## config.mk

```make
export PLATFORM = sky130hd
export DESIGN_NAME = aes_mode_engine
export DESIGN_NICKNAME = d
export VERILOG_FILES = /design/src/rtl/aes_mode_pkg.sv /design/src/rtl/aes_ctr_inc.sv /design/src/rtl/aes_mode_engine.sv
export SDC_FILE = /design/constraint.sdc
export NUM_CORES = 2
export LEC_CHECK = 0
export CORE_AREA = 2 2 360 362
export CTS_CLUSTER_DIAMETER = 80
export DETAILED_ROUTE_END_ITERATION = 8
export DIE_AREA = 0 0 362 364
export GPL_ROUTABILITY_DRIVEN = 0
export RECOVER_POWER = 25
export SETUP_SLACK_MARGIN = 0.05
export SYNTH_ARGS = -nofsm -noshare
export SYNTH_HDL_FRONTEND = slang
export SYNTH_SLANG_ARGS = --single-unit
```

## constraint.sdc

```tcl
create_clock -name clk -period 2 [get_ports clk]
set_input_delay 0.2 -clock clk [delete_from_list [all_inputs] [get_ports clk]]
set_output_delay 0.2 -clock clk [all_outputs]
set_load 0.03 [all_outputs]
```

## src/rtl/aes_mode_pkg.sv

```systemverilog
// Shared constants for the AES block-mode engine: block width, mode encodings,
// FSM state encodings and the mode legality helper.
package aes_mode_pkg;

    localparam int unsigned BLK_W = 128;

    localparam logic [1:0] MODE_ECB = 2'b00;
    localparam logic [1:0] MODE_CBC = 2'b01;
    localparam logic [1:0] MODE_CTR = 2'b10;
    localparam logic [1:0] MODE_ILL = 2'b11;

    localparam logic [1:0] ST_IDLE    = 2'd0;
    localparam logic [1:0] ST_WAIT_IN = 2'd1;
    localparam logic [1:0] ST_CORE    = 2'd2;
    localparam logic [1:0] ST_OUT     = 2'd3;

    // CTR only counts as legal when the build includes counter support.
    function automatic logic mode_legal(input logic [1:0] m, input logic ctr_en);
        return (m == MODE_ECB) || (m == MODE_CBC) || (ctr_en && (m == MODE_CTR));
    endfunction

endpackage

```

## src/rtl/aes_ctr_inc.sv

```systemverilog
// Masked counter-block incrementer: the low CTR_W bits count modulo 2^CTR_W,
// the upper bits of the block pass through untouched.
module aes_ctr_inc
    import aes_mode_pkg::*;
#(
    parameter int unsigned CTR_W = 32
) (
    input  logic [BLK_W-1:0] ctr_in,
    output logic [BLK_W-1:0] ctr_out
);

    localparam logic [BLK_W-1:0] LOW_MASK =
        (CTR_W >= BLK_W) ? '1 : ((BLK_W'(1) << CTR_W) - BLK_W'(1));

    logic [BLK_W-1:0] ctr_plus;

    // Carry out of the counted field is discarded by the mask.
    always_comb begin
        ctr_plus = ctr_in + BLK_W'(1);
        ctr_out  = (ctr_in & ~LOW_MASK) | (ctr_plus & LOW_MASK);
    end

endmodule

```

## src/rtl/aes_mode_engine.sv

```systemverilog
// ECB/CBC/CTR chaining wrapper around an external AES cipher core.
// Define AES_MODE_CTR_EN to build CTR mode support.
module aes_mode_engine
    import aes_mode_pkg::*;
#(
    parameter int unsigned CTR_W = 32,
    parameter int unsigned CNT_W = 16
) (
    input  logic             clk,
    input  logic             reset,
    input  logic             start,
    input  logic [1:0]       mode,
    input  logic             encrypt_n_decrypt,
    input  logic [BLK_W-1:0] key,
    input  logic [BLK_W-1:0] iv,
    input  logic             in_valid,
    output logic             in_ready,
    input  logic [BLK_W-1:0] in_data,
    input  logic             in_last,
    output logic             out_valid,
    input  logic             out_ready,
    output logic [BLK_W-1:0] out_data,
    output logic             out_last,
    output logic             core_start,
    output logic             core_dec,
    output logic [BLK_W-1:0] core_key,
    output logic [BLK_W-1:0] core_din,
    input  logic [BLK_W-1:0] core_dout,
    input  logic             core_done,
    output logic             busy,
    output logic             err,
    output logic [CNT_W-1:0] blk_cnt
);

`ifdef AES_MODE_CTR_EN
    localparam logic CTR_EN = 1'b1;
`else
    localparam logic CTR_EN = 1'b0;
`endif

    logic [1:0]       state;
    logic [1:0]       mode_q;
    logic             enc_q;
    logic [BLK_W-1:0] key_q;
    logic [BLK_W-1:0] chain_q;
    logic [BLK_W-1:0] data_q;
    logic             last_q;

    logic [BLK_W-1:0] core_din_next;
    logic             core_dec_next;
    logic [BLK_W-1:0] result;
    logic [BLK_W-1:0] chain_next;

`ifdef AES_MODE_CTR_EN
    logic [BLK_W-1:0] ctr_next;

    aes_ctr_inc #(
        .CTR_W (CTR_W)
    ) u_ctr_inc (
        .ctr_in  (chain_q),
        .ctr_out (ctr_next)
    );
`endif

    assign in_ready = (state == ST_WAIT_IN);
    assign busy     = (state != ST_IDLE);
    assign core_key = key_q;

    always_comb begin
        core_din_next = in_data;
        core_dec_next = ~enc_q;
        if (mode_q == MODE_CBC && enc_q) begin
            core_din_next = in_data ^ chain_q;
        end
`ifdef AES_MODE_CTR_EN
        if (mode_q == MODE_CTR) begin
            core_din_next = chain_q;
            core_dec_next = 1'b0;
        end
`endif
    end

    // chain_q is the CBC chaining value or the CTR counter block.
    always_comb begin
        result     = core_dout;
        chain_next = chain_q;
        if (mode_q == MODE_CBC) begin
            if (enc_q) begin
                chain_next = core_dout;
            end else begin
                result     = core_dout ^ chain_q;
                chain_next = data_q;
            end
        end
`ifdef AES_MODE_CTR_EN
        if (mode_q == MODE_CTR) begin
            result     = core_dout ^ data_q;
            chain_next = ctr_next;
        end
`endif
    end

    always_ff @(posedge clk or negedge reset) begin
        if (!reset) begin
            state      <= ST_IDLE;
            mode_q     <= MODE_ECB;
            enc_q      <= 1'b0;
            key_q      <= '0;
            chain_q    <= '0;
            data_q     <= '0;
            last_q     <= 1'b0;
            core_start <= 1'b0;
            core_din   <= '0;
            core_dec   <= 1'b0;
            out_valid  <= 1'b0;
            out_data   <= '0;
            out_last   <= 1'b0;
            err        <= 1'b0;
            blk_cnt    <= '0;
        end else begin
            core_start <= 1'b0;
            err        <= 1'b0;
            case (state)
                ST_IDLE: begin
                    if (start) begin
                        if (mode_legal(mode, CTR_EN)) begin
                            mode_q  <= mode;
                            enc_q   <= encrypt_n_decrypt;
                            key_q   <= key;
                            chain_q <= iv;
                            blk_cnt <= '0;
                            state   <= ST_WAIT_IN;
                        end else begin
                            err <= 1'b1;
                        end
                    end
                end
                ST_WAIT_IN: begin
                    if (in_valid) begin
                        data_q     <= in_data;
                        last_q     <= in_last;
                        core_din   <= core_din_next;
                        core_dec   <= core_dec_next;
                        core_start <= 1'b1;
                        state      <= ST_CORE;
                    end
                end
                ST_CORE: begin
                    if (core_done) begin
                        out_data  <= result;
                        out_last  <= last_q;
                        out_valid <= 1'b1;
                        blk_cnt   <= blk_cnt + CNT_W'(1);
                        chain_q   <= chain_next;
                        state     <= ST_OUT;
                    end
                end
                ST_OUT: begin
                    if (out_ready) begin
                        out_valid <= 1'b0;
                        state     <= out_last ? ST_IDLE : ST_WAIT_IN;
                    end
                end
                default: state <= ST_IDLE;
            endcase
        end
    end

endmodule

```

==> impl_results.md <==
* Slew @ Worst Pin at roughly 0.94 ns
* Initial antenna violation count at 18
* Multiplexer share of the synthesized area at around 9%
* Maxcap violations at 0
* Placed inst area at about 0.043 mm2
* Crit path kind: flip-flop to flip-flop
* Drc violations at 0
* DR WL/cell at 20.9 um
* Fmax at about 510 MHz
* Max VDD drop at around 1100 uV
* Startpoint types: flip-flop
* Gate Count Post-Synth at between 3000 and 4000
* Die width at about 360 um
* Commonest non-fill, non-tap cell in the layout: nand2_1
* Hold Path Cell Cnt at 3
* Number of synthesized flops with an enable pin at 0
* Initial Util at 23.5%
* CP startpoint: state[1]
* Reg-to-reg endpoint: chain_q[75]
* Slew HR at around 38%
* Crit Path Max Fanout at 8
* Crit path max-delay family: buffers and inverters
* First DRT Iteration DRCs at between 1500 and 2000
* Cell Area, Synth at slightly above 0.03 mm2
* GRT overflow at 0
* Max-slew violation count at 0
* Total power draw at ~77 mW
* Max Root-Sink Buffers at 3
* Cell Rows at between 100 and 150
* CP Capture Type: flip-flop
* Total Routing Usage GR at between 10% and 20%
* Synth Register Bits at roughly 670
* Hold endpoint: data_q[41]
* Non-filler cells, final at between 5000 and 6000
* Min Tclk post-route at roughly 2.0 ns
* H-tree levels at 3
* Post-synth top flop: dfrtp_1
* Share of layout cells above drive strength 1 at about 12%
* Placed insts at about 5700
* Clock skew at around 0.026 ns
* Hold Vio Cnt, Final at 0
* Area Overhead vs Synth at 50.6%
* Worst skew pair latency at between 0.6 and 0.7 ns
* Final Util at a little over a third
* Final TNS setup at 0 ns
* RSZ-0062 raised after global routing: true
* Hold_sp: in_data[41]
* CTS tree: done
* Die area at 0.132 mm2
* Simple-gate share of the synthesized area at 15.4%
* Adder-cell area share of the yosys netlist at 0.249%
* Sink Count at between 600 and 700
* Worst endpoint required time at between 2 and 3 ns
* Yosys cell types at 39
* Vias per inst at around 4.4
* Worst reg-to-reg setup slack at 0.04 ns
* Reg-to-Reg Start: state[1]
* Final instance area at around 0.045 mm2
* CP max stage cell: a221o_4
* Worst Path Buf+Inv at 4
* CP Data Arrival Time at between 2 and 3 ns
* Most frequent cells in the layout: 1013 x nand2_1, 666 x dfrtp_1, 522 x clkdlybuf4s50_1
* Largest stage delay, worst path at about 0.44 ns
* P_leak at ~20 nW
* Overall die height at between 300 and 400 um
* Clock root cell: clkbuf_16
* Vias in the first global route at 26700
* Crit-path cells: buf_6 > ha_4 > mux2i_2 > a221o_4 > buf_12 > buf_12 > buf_6 > nand2_2 > o21ai_1
* Final WL at between 100000 and 150000 um
* Pin count of the biggest net entering global routing at roughly 160
* Compound-Gate Fraction of Synth Area at about a tenth
* First-pass GRT wire length at 175000 um
* Vias at 26000
* Cts bufs inserted at slightly above 80
* Post-DRT Antenna Nets at 0
* Syn Area/Cell at roughly 9.5 um2
* Power Density at approximately 1700 mW/mm2
* Port Buf Inserts at 928
* First-pass DRT Iterations at 7
* Post-Synth XOR/XNOR Area at ~7.5%
* Post-DP HPWL at approximately 89000 um
* Final setup violation count at 0
* Sequential area share after synthesis at 55.3%
* Post-Syn Nets at between 3000 and 4000
* Yosys warns at 0
* IO Count at about 930
* Fill cells at between 10000 and 15000
* Fin crit share at between 90% and 100%
* Worst r2r path cells at 9
* Clk slew on worst S/H paths at ~0.06 ns
* NumNets Final at 4675
* Fraction of registers with async set/reset at 100%
* Core Area at roughly 0.13 mm2
* Status: finished clean
* Largest family of logic cells by synthesized area: simple AND/OR/NAND/NOR gates
* Hold Path Class: input port to flip-flop
[per-stage QoR]
stage / hold slack, ns / setup slack (ns)
3_3_place_gp: 0.166 / 0.000801
6_report: 0.0989 / 0.0447
5_1_grt: 0.0594 / -0.0598
3_5_place_dp: 0.157 / -0.0471
4_1_cts: 0.0148 / 0.0157
2_1_floorplan: -0.0956 / 0.0151
[timing repair]
| action | 4_1_cts | 5_1_grt |
|---|---|---|
| pin swaps | 2 | 26 |
| endpoints found under the hold margin | 548 | 0 |
| endpoints found under the setup margin | 519 | 138 |
| buffers inserted | 11 | 2 |
| hold buffers | 3 | 0 |
| gates cloned | 6 | 8 |
| gates resized for setup | 436 | 120 |
[cell families after synthesis]
family	after synthesis
buffers and inverters	208
AO/OA/AOI/OAI	551
AND/OR/NAND/NOR	1209
adder cells (fa/ha/maj)	6
multiplexers	263
XOR/XNOR	257
flip-flops	667
[per-layer routing]
| metal | GRT usage, % | vias up | part of all wire (%) |
|---|---|---|---|
| li1 | - | 12300 | - |
| met1 | 21.9 | 12600 | 42 |
| met2 | 30.0 | 861 | 48 |
| met3 | 4.77 | 169 | 6.9 |
| met4 | 6.32 | 14 | 2.8 |
| met5 | 0 | - | 0.079 |
[worst register-to-register path, cell delays in order (launching register included)]
cell and delay, ns:
dfrtp_1 0.38, buf_6 0.13, ha_4 0.18, mux2i_2 0.15, a221o_4 0.44, buf_12 0.19
buf_12 0.15, buf_6 0.14, nand2_2 0.05, o21ai_1 0.05
[power breakdown]
group | internal (mW) | switching, mW | leakage [nW] | total [mW]
registers | 20.0 | 4.17 | 8.09 | 24.1
clock network | 8.98 | 6.25 | 1.35 | 15.2
logic | 13.9 | 23.3 | 10.9 | 37.2
total | 42.9 | 33.7 | 20.4 | 76.5
[worst max path at each step]
stage | cells after the start | slack, ns | to
3_3_place_gp | 7 | 0.0008 | chain_q[34]
2_1_floorplan | 9 | 0.02 | data_q[100]
6_report | 9 | 0.04 | chain_q[75]
3_5_place_dp | 7 | -0.05 | chain_q[11]
4_1_cts | 5 | 0.02 | busy
5_1_grt | 9 | -0.06 | chain_q[70]
[final cells by class]
type	instances	area, um2	area share [%]
antenna	9	22.5	0.0495
clock buffer	123	2450	5.38
clock inverter	24	282	0.619
inverter	6	30.0	0.0661
multi-input combinational	2286	12900	28.4
sequential	667	16700	36.7
tap	1675	2100	4.61
timing repair buffer	1105	11000	24.1
[flip-flops by register name, indices dropped and copies added (netlist names)]
signal / flops
mode_q: 2
last_q: 1
out_last: 1
core_dec: 1
core_key: 128
core_din: 128
err: 1
out_data: 128
blk_cnt: 16
data_q: 128
core_start: 1
chain_q: 128
enc_q: 1
state: 2
out_valid: 1
[cells in the mapped netlist (6+ instances only)]
cell type / number / area [um2]
mux2_2: 132 / 1490
buf_1: 11 / 41.3
a21oi_1: 137 / 686
nor2_1: 131 / 492
buf_2: 73 / 365
nand2_1: 1040 / 3900
inv_1: 6 / 22.5
o21ai_1: 39 / 195
ha_1: 6 / 75.1
clkbuf_1: 111 / 417
xor2_1: 256 / 2240
mux2i_1: 131 / 1310
o21ai_0: 362 / 1810
or3_1: 6 / 37.5
buf_6: 6 / 67.6
dfrtp_1: 667 / 16700
Note: power is estimated with default switching activity, not from simulation.
